--- src/rtl/msk_state_collector_pkg.sv ---
// Shared constants and helpers for the masked AES input stage.
// Column width, share indexing and fill-counter sizing live here.
package msk_aes_pkg;

  localparam int COL_BITS  = 32;
  localparam int NCOLS_DEF = 4;
  localparam int D_DEF     = 2;

  typedef enum logic {
    ST_FILL = 1'b0,
    ST_FULL = 1'b1
  } fill_state_e;

  // Position of bit b, share s inside a share-interleaved word with d shares.
  function automatic int idx(input int b, input int s, input int d);
    return b * d + s;
  endfunction

  function automatic int cnt_width(input int ncols);
    return $clog2(ncols + 1);
  endfunction

endpackage

--- src/rtl/msk_state_collector_if.sv ---
// Column input and state output handshakes of the masked state collector.
interface msk_state_collector_if
  import msk_aes_pkg::*;
#(
  parameter int d     = D_DEF,
  parameter int NCOLS = NCOLS_DEF
);

  logic                            in_valid;
  logic                            in_ready;
  logic [COL_BITS*d-1:0]           in_data;
  logic                            out_valid;
  logic                            out_ready;
  logic [COL_BITS*NCOLS*d-1:0]     out_data;

  modport master (
    output in_valid, in_data, out_ready,
    input  in_ready, out_valid, out_data
  );

  modport slave (
    input  in_valid, in_data, out_ready,
    output in_ready, out_valid, out_data
  );

endinterface

--- src/rtl/msk_state_collector_col_stage.sv ---
// One masked column register: a per-bit shift-in/hold mux feeding a
// synchronously reset flop; each bit only ever sees its own share.
module msk_col_stage #(
  parameter int W = 64
) (
  input  logic         clk,
  input  logic         syn_rst,
  input  logic         shift_en,
  input  logic [W-1:0] d_in,
  output logic [W-1:0] q
);

  logic [W-1:0] nxt_s;

  // Independent 2:1 mux per share bit; select is handshake-derived only.
  always_comb begin
    nxt_s = q;
    for (int i = 0; i < W; i++) begin
      if (shift_en) begin
        nxt_s[i] = d_in[i];
      end else begin
        nxt_s[i] = q[i];
      end
    end
  end

  // Column storage flop.
  always_ff @(posedge clk) begin
    if (syn_rst) begin
      q <= {W{1'b0}};
    end else begin
      q <= nxt_s;
    end
  end

endmodule

--- src/rtl/msk_state_collector.sv ---
// Assembles NCOLS masked 32-bit columns into one masked AES state.
// Counter and handshake logic plus a chain of column stages.
module msk_state_collector
  import msk_aes_pkg::*;
#(
  parameter int d     = D_DEF,
  parameter int NCOLS = NCOLS_DEF
) (
  input  logic                  clk,
  input  logic                  syn_rst,
  msk_state_collector_if.slave  bus
);

  localparam int W     = COL_BITS * d;
  localparam int CNT_W = cnt_width(NCOLS);
  localparam logic [CNT_W-1:0] CNT_ZERO = {CNT_W{1'b0}};
  localparam logic [CNT_W-1:0] CNT_ONE  = CNT_W'(1);
  localparam logic [CNT_W-1:0] CNT_FULL = CNT_W'(NCOLS);

  fill_state_e       state_r;
  logic [CNT_W-1:0]  cnt_r;
  logic              accept_s;
  logic              release_s;
  logic              shift_s;
  logic [W-1:0]      col_s      [NCOLS];
  logic [W-1:0]      stage_in_s [NCOLS];

  // out_ready feeds in_ready directly so a full state can be swapped in one edge.
  assign bus.in_ready  = (cnt_r != CNT_FULL) | bus.out_ready;
  assign bus.out_valid = (state_r == ST_FULL);
  assign accept_s      = bus.in_valid & bus.in_ready;
  assign release_s     = bus.out_valid & bus.out_ready;
  assign shift_s       = accept_s & ~syn_rst;

  // Fill counter and FILL/FULL state; reset dominates any handshake.
  always_ff @(posedge clk) begin
    if (syn_rst) begin
      cnt_r   <= CNT_ZERO;
      state_r <= ST_FILL;
    end else begin
      case ({accept_s, release_s})
        2'b10: begin
          cnt_r   <= cnt_r + CNT_ONE;
          state_r <= ((cnt_r + CNT_ONE) == CNT_FULL) ? ST_FULL : ST_FILL;
        end
        2'b01: begin
          cnt_r   <= CNT_ZERO;
          state_r <= ST_FILL;
        end
        2'b11: begin
          cnt_r   <= CNT_ONE;
          state_r <= (CNT_ONE == CNT_FULL) ? ST_FULL : ST_FILL;
        end
        default: begin
          cnt_r   <= cnt_r;
          state_r <= state_r;
        end
      endcase
    end
  end

  // Shift chain: newest column enters at the top, oldest ends in column 0.
  for (genvar k = 0; k < NCOLS; k++) begin : g_stage
    if (k == NCOLS - 1) begin : g_head
      assign stage_in_s[k] = bus.in_data;
    end else begin : g_link
      assign stage_in_s[k] = col_s[k+1];
    end

    (* keep_hierarchy = "yes" *)
    msk_col_stage #(
      .W (W)
    ) u_stage (
      .clk      (clk),
      .syn_rst  (syn_rst),
      .shift_en (shift_s),
      .d_in     (stage_in_s[k]),
      .q        (col_s[k])
    );

    assign bus.out_data[W*k +: W] = col_s[k];
  end

endmodule
--- src/flat_wrapper.sv ---
// flat-port wrapper written by rule: the top's interface ports become plain ports
module msk_state_collector_flat import msk_aes_pkg::*;
#(
  parameter int d     = D_DEF,
  parameter int NCOLS = NCOLS_DEF
)
  (clk, syn_rst, bus_in_valid, bus_in_data, bus_out_ready, bus_in_ready, bus_out_valid, bus_out_data);
  msk_state_collector_if #(.d(d), .NCOLS(NCOLS)) bus_i ();
  input  logic clk;
  input  logic syn_rst;
  input wire logic [$bits(bus_i.in_valid)-1:0] bus_in_valid;
  input wire logic [$bits(bus_i.in_data)-1:0] bus_in_data;
  input wire logic [$bits(bus_i.out_ready)-1:0] bus_out_ready;
  output wire logic [$bits(bus_i.in_ready)-1:0] bus_in_ready;
  output wire logic [$bits(bus_i.out_valid)-1:0] bus_out_valid;
  output wire logic [$bits(bus_i.out_data)-1:0] bus_out_data;
  assign bus_i.in_valid = bus_in_valid;
  assign bus_i.in_data = bus_in_data;
  assign bus_i.out_ready = bus_out_ready;
  assign bus_in_ready = bus_i.in_ready;
  assign bus_out_valid = bus_i.out_valid;
  assign bus_out_data = bus_i.out_data;
  msk_state_collector #(.d(d), .NCOLS(NCOLS)) u_core (.clk(clk), .syn_rst(syn_rst), .bus(bus_i));
endmodule
--- config.mk ---
export PLATFORM = sky130hd
export DESIGN_NAME = msk_state_collector_flat
export DESIGN_NICKNAME = d
export VERILOG_FILES = /design/src/rtl/msk_state_collector_pkg.sv /design/src/rtl/msk_state_collector_if.sv /design/src/rtl/msk_state_collector_col_stage.sv /design/src/rtl/msk_state_collector.sv /design/src/flat_wrapper.sv
export SDC_FILE = /design/constraint.sdc
export NUM_CORES = 1
export LEC_CHECK = 0
export ABC_AREA = 1
export BUFFER_PORTS_ARGS = -buffer_cell sky130_fd_sc_hd__buf_2
export CORE_MARGIN = 2
export CORE_UTILIZATION = 52
export DETAILED_ROUTE_END_ITERATION = 7
export PLACE_DENSITY = 0.8
export SKIP_LAST_GASP = 1
export SYNTH_ARGS = -nofsm -noshare
export SYNTH_HDL_FRONTEND = slang
export SYNTH_SLANG_ARGS = --single-unit
--- constraint.sdc ---
create_clock -name clk -period 2 [get_ports clk]
set_input_delay 0.6 -clock clk [delete_from_list [all_inputs] [get_ports clk]]
set_output_delay 0.6 -clock clk [all_outputs]
set_load 0.03 [all_outputs]
==> implementation parameters <==
Parameter                              Value

Status
  Run status ... finished, final reports clean

Synthesis
  Distinct cell type count after synthesis ... 16
  Synth Area in Simple Gates ... 36.0%
  Yosys warning total ... 0
  Post-synthesis cell count ... 1655
  Area fraction of the dominant cell type after synthesis ... around 48%
  Portion of the post-synthesis area used by sequential elements ... 47.7%
  Register bit count reported by yosys ... 260
  Number of synthesized flops with an enable pin ... 0
  Dominant combinational cell family by area after synthesis ... simple AND/OR/NAND/NOR gates
  Share of flip-flops with an asynchronous set or reset ... 0%
  Dominant synthesized flop cell ... dfxtp_1
  Post-synthesis compound-gate area fraction ... less than 1%
  Adder and majority cell fraction of the synthesized area ... less than 1%
  Top post-synthesis cells by count ... 515 x nand2_1, 514 x nor2_1, 262 x inv_1
  Xor/xnor share of the synthesized area ... 0%
  Leading post-synthesis cells by cell area ... dfxtp_1 48%, nand2_1 18%, nor2_1 18%, inv_1 9.0%, buf_6 5.0%
  Number of nets in the synthesized netlist ... 1726
  Multiplexer fraction of the synthesized cell area ... 0%
  Library cell occupying the most area in the post-synthesis netlist ... dfxtp_1
  Cell area after synthesis ... approximately 11000 um2
  Most frequent cell after synthesis ... nand2_1
  Per-instance average area after synthesis ... between 6 and 7 um2

Critical path
  Kind of critical path ... register to output pin
  Required time of the critical path ... between 1 and 1.5 ns
  Nature of the critical path startpoint ... register
  Maximum fanout count along the critical path ... 4
  Worst setup EP type ... output pin
  Crit path arrival time ... 1.33 ns

Final layout
  Core Util, Final ... between 60% and 70%
  Layout fillers ... roughly 1800
  Fraction of layout instances using a drive strength above 1 ... 20.9%
  Count of placed standard cells in the final layout, fillers left out ... between 2000 and 2500
  Final-stage net count ... a little over 2000
  Area occupied by registers ... 5210 um2
  Area grow syn2layout ... 23.9%
  Area of the multi-input gates ... approximately 4000 um2

STA
  Final worst hold slack ... ~0.35 ns
  Number of endpoints with negative hold slack in the final report ... 0
  Max-Slew Margin vs Limit ... 68.5%
  Setup repair after global routing missed its margin ... no
  Crit share post-route ... 96.7%
  Final worst clock skew ... a little under 0.02 ns
  Count of final max-slew check failures ... 0
  Measured slew at the worst slew-check pin ... 0.472 ns
  Achievable frequency ... 517 MHz
  Final total negative setup slack ... 0 ns
  Final Setup Violations ... 0
  Min Tclk post-route ... approximately 1.9 ns

Clock network
  CTS buffer count ... 27
  Clock tree root driver cell ... clkbuf_16
  Number of clock sinks ... 260
  Maximum root-to-sink buffer count ... 3
  Clock latency on the worst-skew pair ... 0.53 ns
  Reg clk slew, reported paths ... ~0.06 ns
  Number of H-tree levels ... 1
  Count of hold-fix buffers inserted at cts ... 0
  Clock tree from TritonCTS ... yes

Die
  Starting density of the core ... 52.4%
  Number of placement rows ... 53
  Height of the chip ... ~150 um
  Core area ... ~21000 um2
  Top-level port count ... approximately 330
  Die Width ... roughly 150 um
  Area of the die ... around 22000 um2

Routing
  Remaining antenna violation count after routing ... 0
  Met3 routed WL ... 1960 um
  Routed len/inst ... 11.7 um
  Top routing layer used ... met4
  DRC violation count after routing ... 0
  Met1 wire length ... about 11000 um
  Detailed-route vias per instance ... roughly 4.4
  Vias after detailed routing ... 9989
  Wirelength, routed ... between 20000 and 30000 um
  Number of DRC markers in iteration 0 ... between 400 and 500
  Met2 wire len ... roughly 12000 um
  First drt pass iteration count ... 5

Placed design
  Routability congestion estimate from global placement ... 0.893
  Number of buffer cells added on primary ports ... 325
  Count of placed standard cells including taps ... between 2000 and 2500
  Post-detailed-placement half-perimeter wirelength ... ~18000 um

GRT
  Antenna violations before repair ... 2
  Vias in the first global route ... ~9000
  Global-route total usage across every layer ... 22.8%
  Pin count of the biggest net entering global routing ... 65
  First-pass GRT wire length ... between 40000 and 50000 um
  Remaining global-route overflow ... 0

Pwr
  Total power per unit cell area ... between 900 and 1000 nW/um2
  IR drop worst, VDD ... 0.000675 V
  Reported leakage power ... between 0.007 and 0.008 uW
  Overall Power ... 13100 uW

Flow run
  Count of maximum capacitance violations ... 0

Hold path
  Class of the tightest hold or removal check ... input port to register
worst paths after layout:
path,slack [ns],from,depth (start not counted),to
setup / recovery,0.07,u_core.cnt_r[1]$_SDFFE_PP0P_,4,bus_in_ready
hold / removal,0.35,bus_in_data[24],5,u_core.g_stage[3].u_stage/q[24]$_SDFFE_PP0P_
setup reg to reg,0.18,u_core.cnt_r[1]$_SDFFE_PP0P_,11,u_core.g_stage[1].u_stage/q[26]$_SDFFE_PP0P_
hold reg to reg,0.46,u_core.g_stage[0].u_stage/q[55]$_SDFFE_PP0P_,2,u_core.g_stage[0].u_stage/q[55]$_SDFFE_PP0P_
worst max-delay path: stages, from the launching register on:
cell	delay, ns
dfxtp_4	0.36
inv_1	0.06
ha_2	0.18
nand3_2	0.08
buf_6	0.15
cells by family after synthesis:
logic type | after synthesis
and+or+nand+nor | 1040
AOI/OAI and AO/OA | 6
DFF | 260
adders and majority gates | 3
buffers and inverters | 346
repair_timing:
item,in CTS,in global routing
pin swaps,0,2
resized for setup,4,3
setup buffers,1,1
setup endpoints to repair,1,1
flip-flops by register name (all words and copies together) (netlist names):
signal,flops
u_core.cnt_r,3
u_core.bus.out_valid,1
u_core.g_stage.u_stage/q,256
metrics by stage:
stage / area [um2] / setup WS (ns)
floorplan: 10900 / 0.0574
global placement: 12600 / 0.137
detailed placement: 12600 / 0.0909
CTS: 13500 / 0.0228
global route: 13500 / 0.0146
finish: 13500 / 0.0660
where the power goes:
group          internal, uW  switching (uW)  leakage (uW)  total, uW
logic                   671            1480       0.00467       2150
clock network          3180            2020      0.000466       5210
registers              5510             232       0.00214       5740
layout make-up:
class	count	share of cell area, %
multi-input cells	1049	29.6
repair buffers	354	15.0
flip-flops and latches	260	38.5
diodes	2	0.0370
well taps	275	2.54
clock buffers	38	5.97
inverters	266	7.38
clock inverters	10	0.971
per-layer routing:
| metal | track usage, % | up-vias |
|---|---|---|
| li1 | - | 5297 |
| met1 | 28.4 | 4312 |
| met2 | 38.2 | 306 |
| met3 | 5.08 | 74 |
| met4 | 9.62 | 0 |
| met5 | 0 | - |
cell usage in the layout, fill, tap and decap left out, types with 3 or more instances in the layout:
| master | instances |
|---|---|
| clkbuf_8 | 9 |
| buf_4 | 15 |
| buf_2 | 324 |
| bufinv_16 | 3 |
| inv_1 | 261 |
| nor2_1 | 513 |
| nand3_1 | 6 |
| dfxtp_1 | 258 |
| clkbuf_16 | 27 |
| buf_12 | 14 |
| nand2_1 | 515 |
| inv_2 | 5 |
| clkinv_2 | 5 |
| a21oi_1 | 4 |
(Power assumes the default switching activity.)
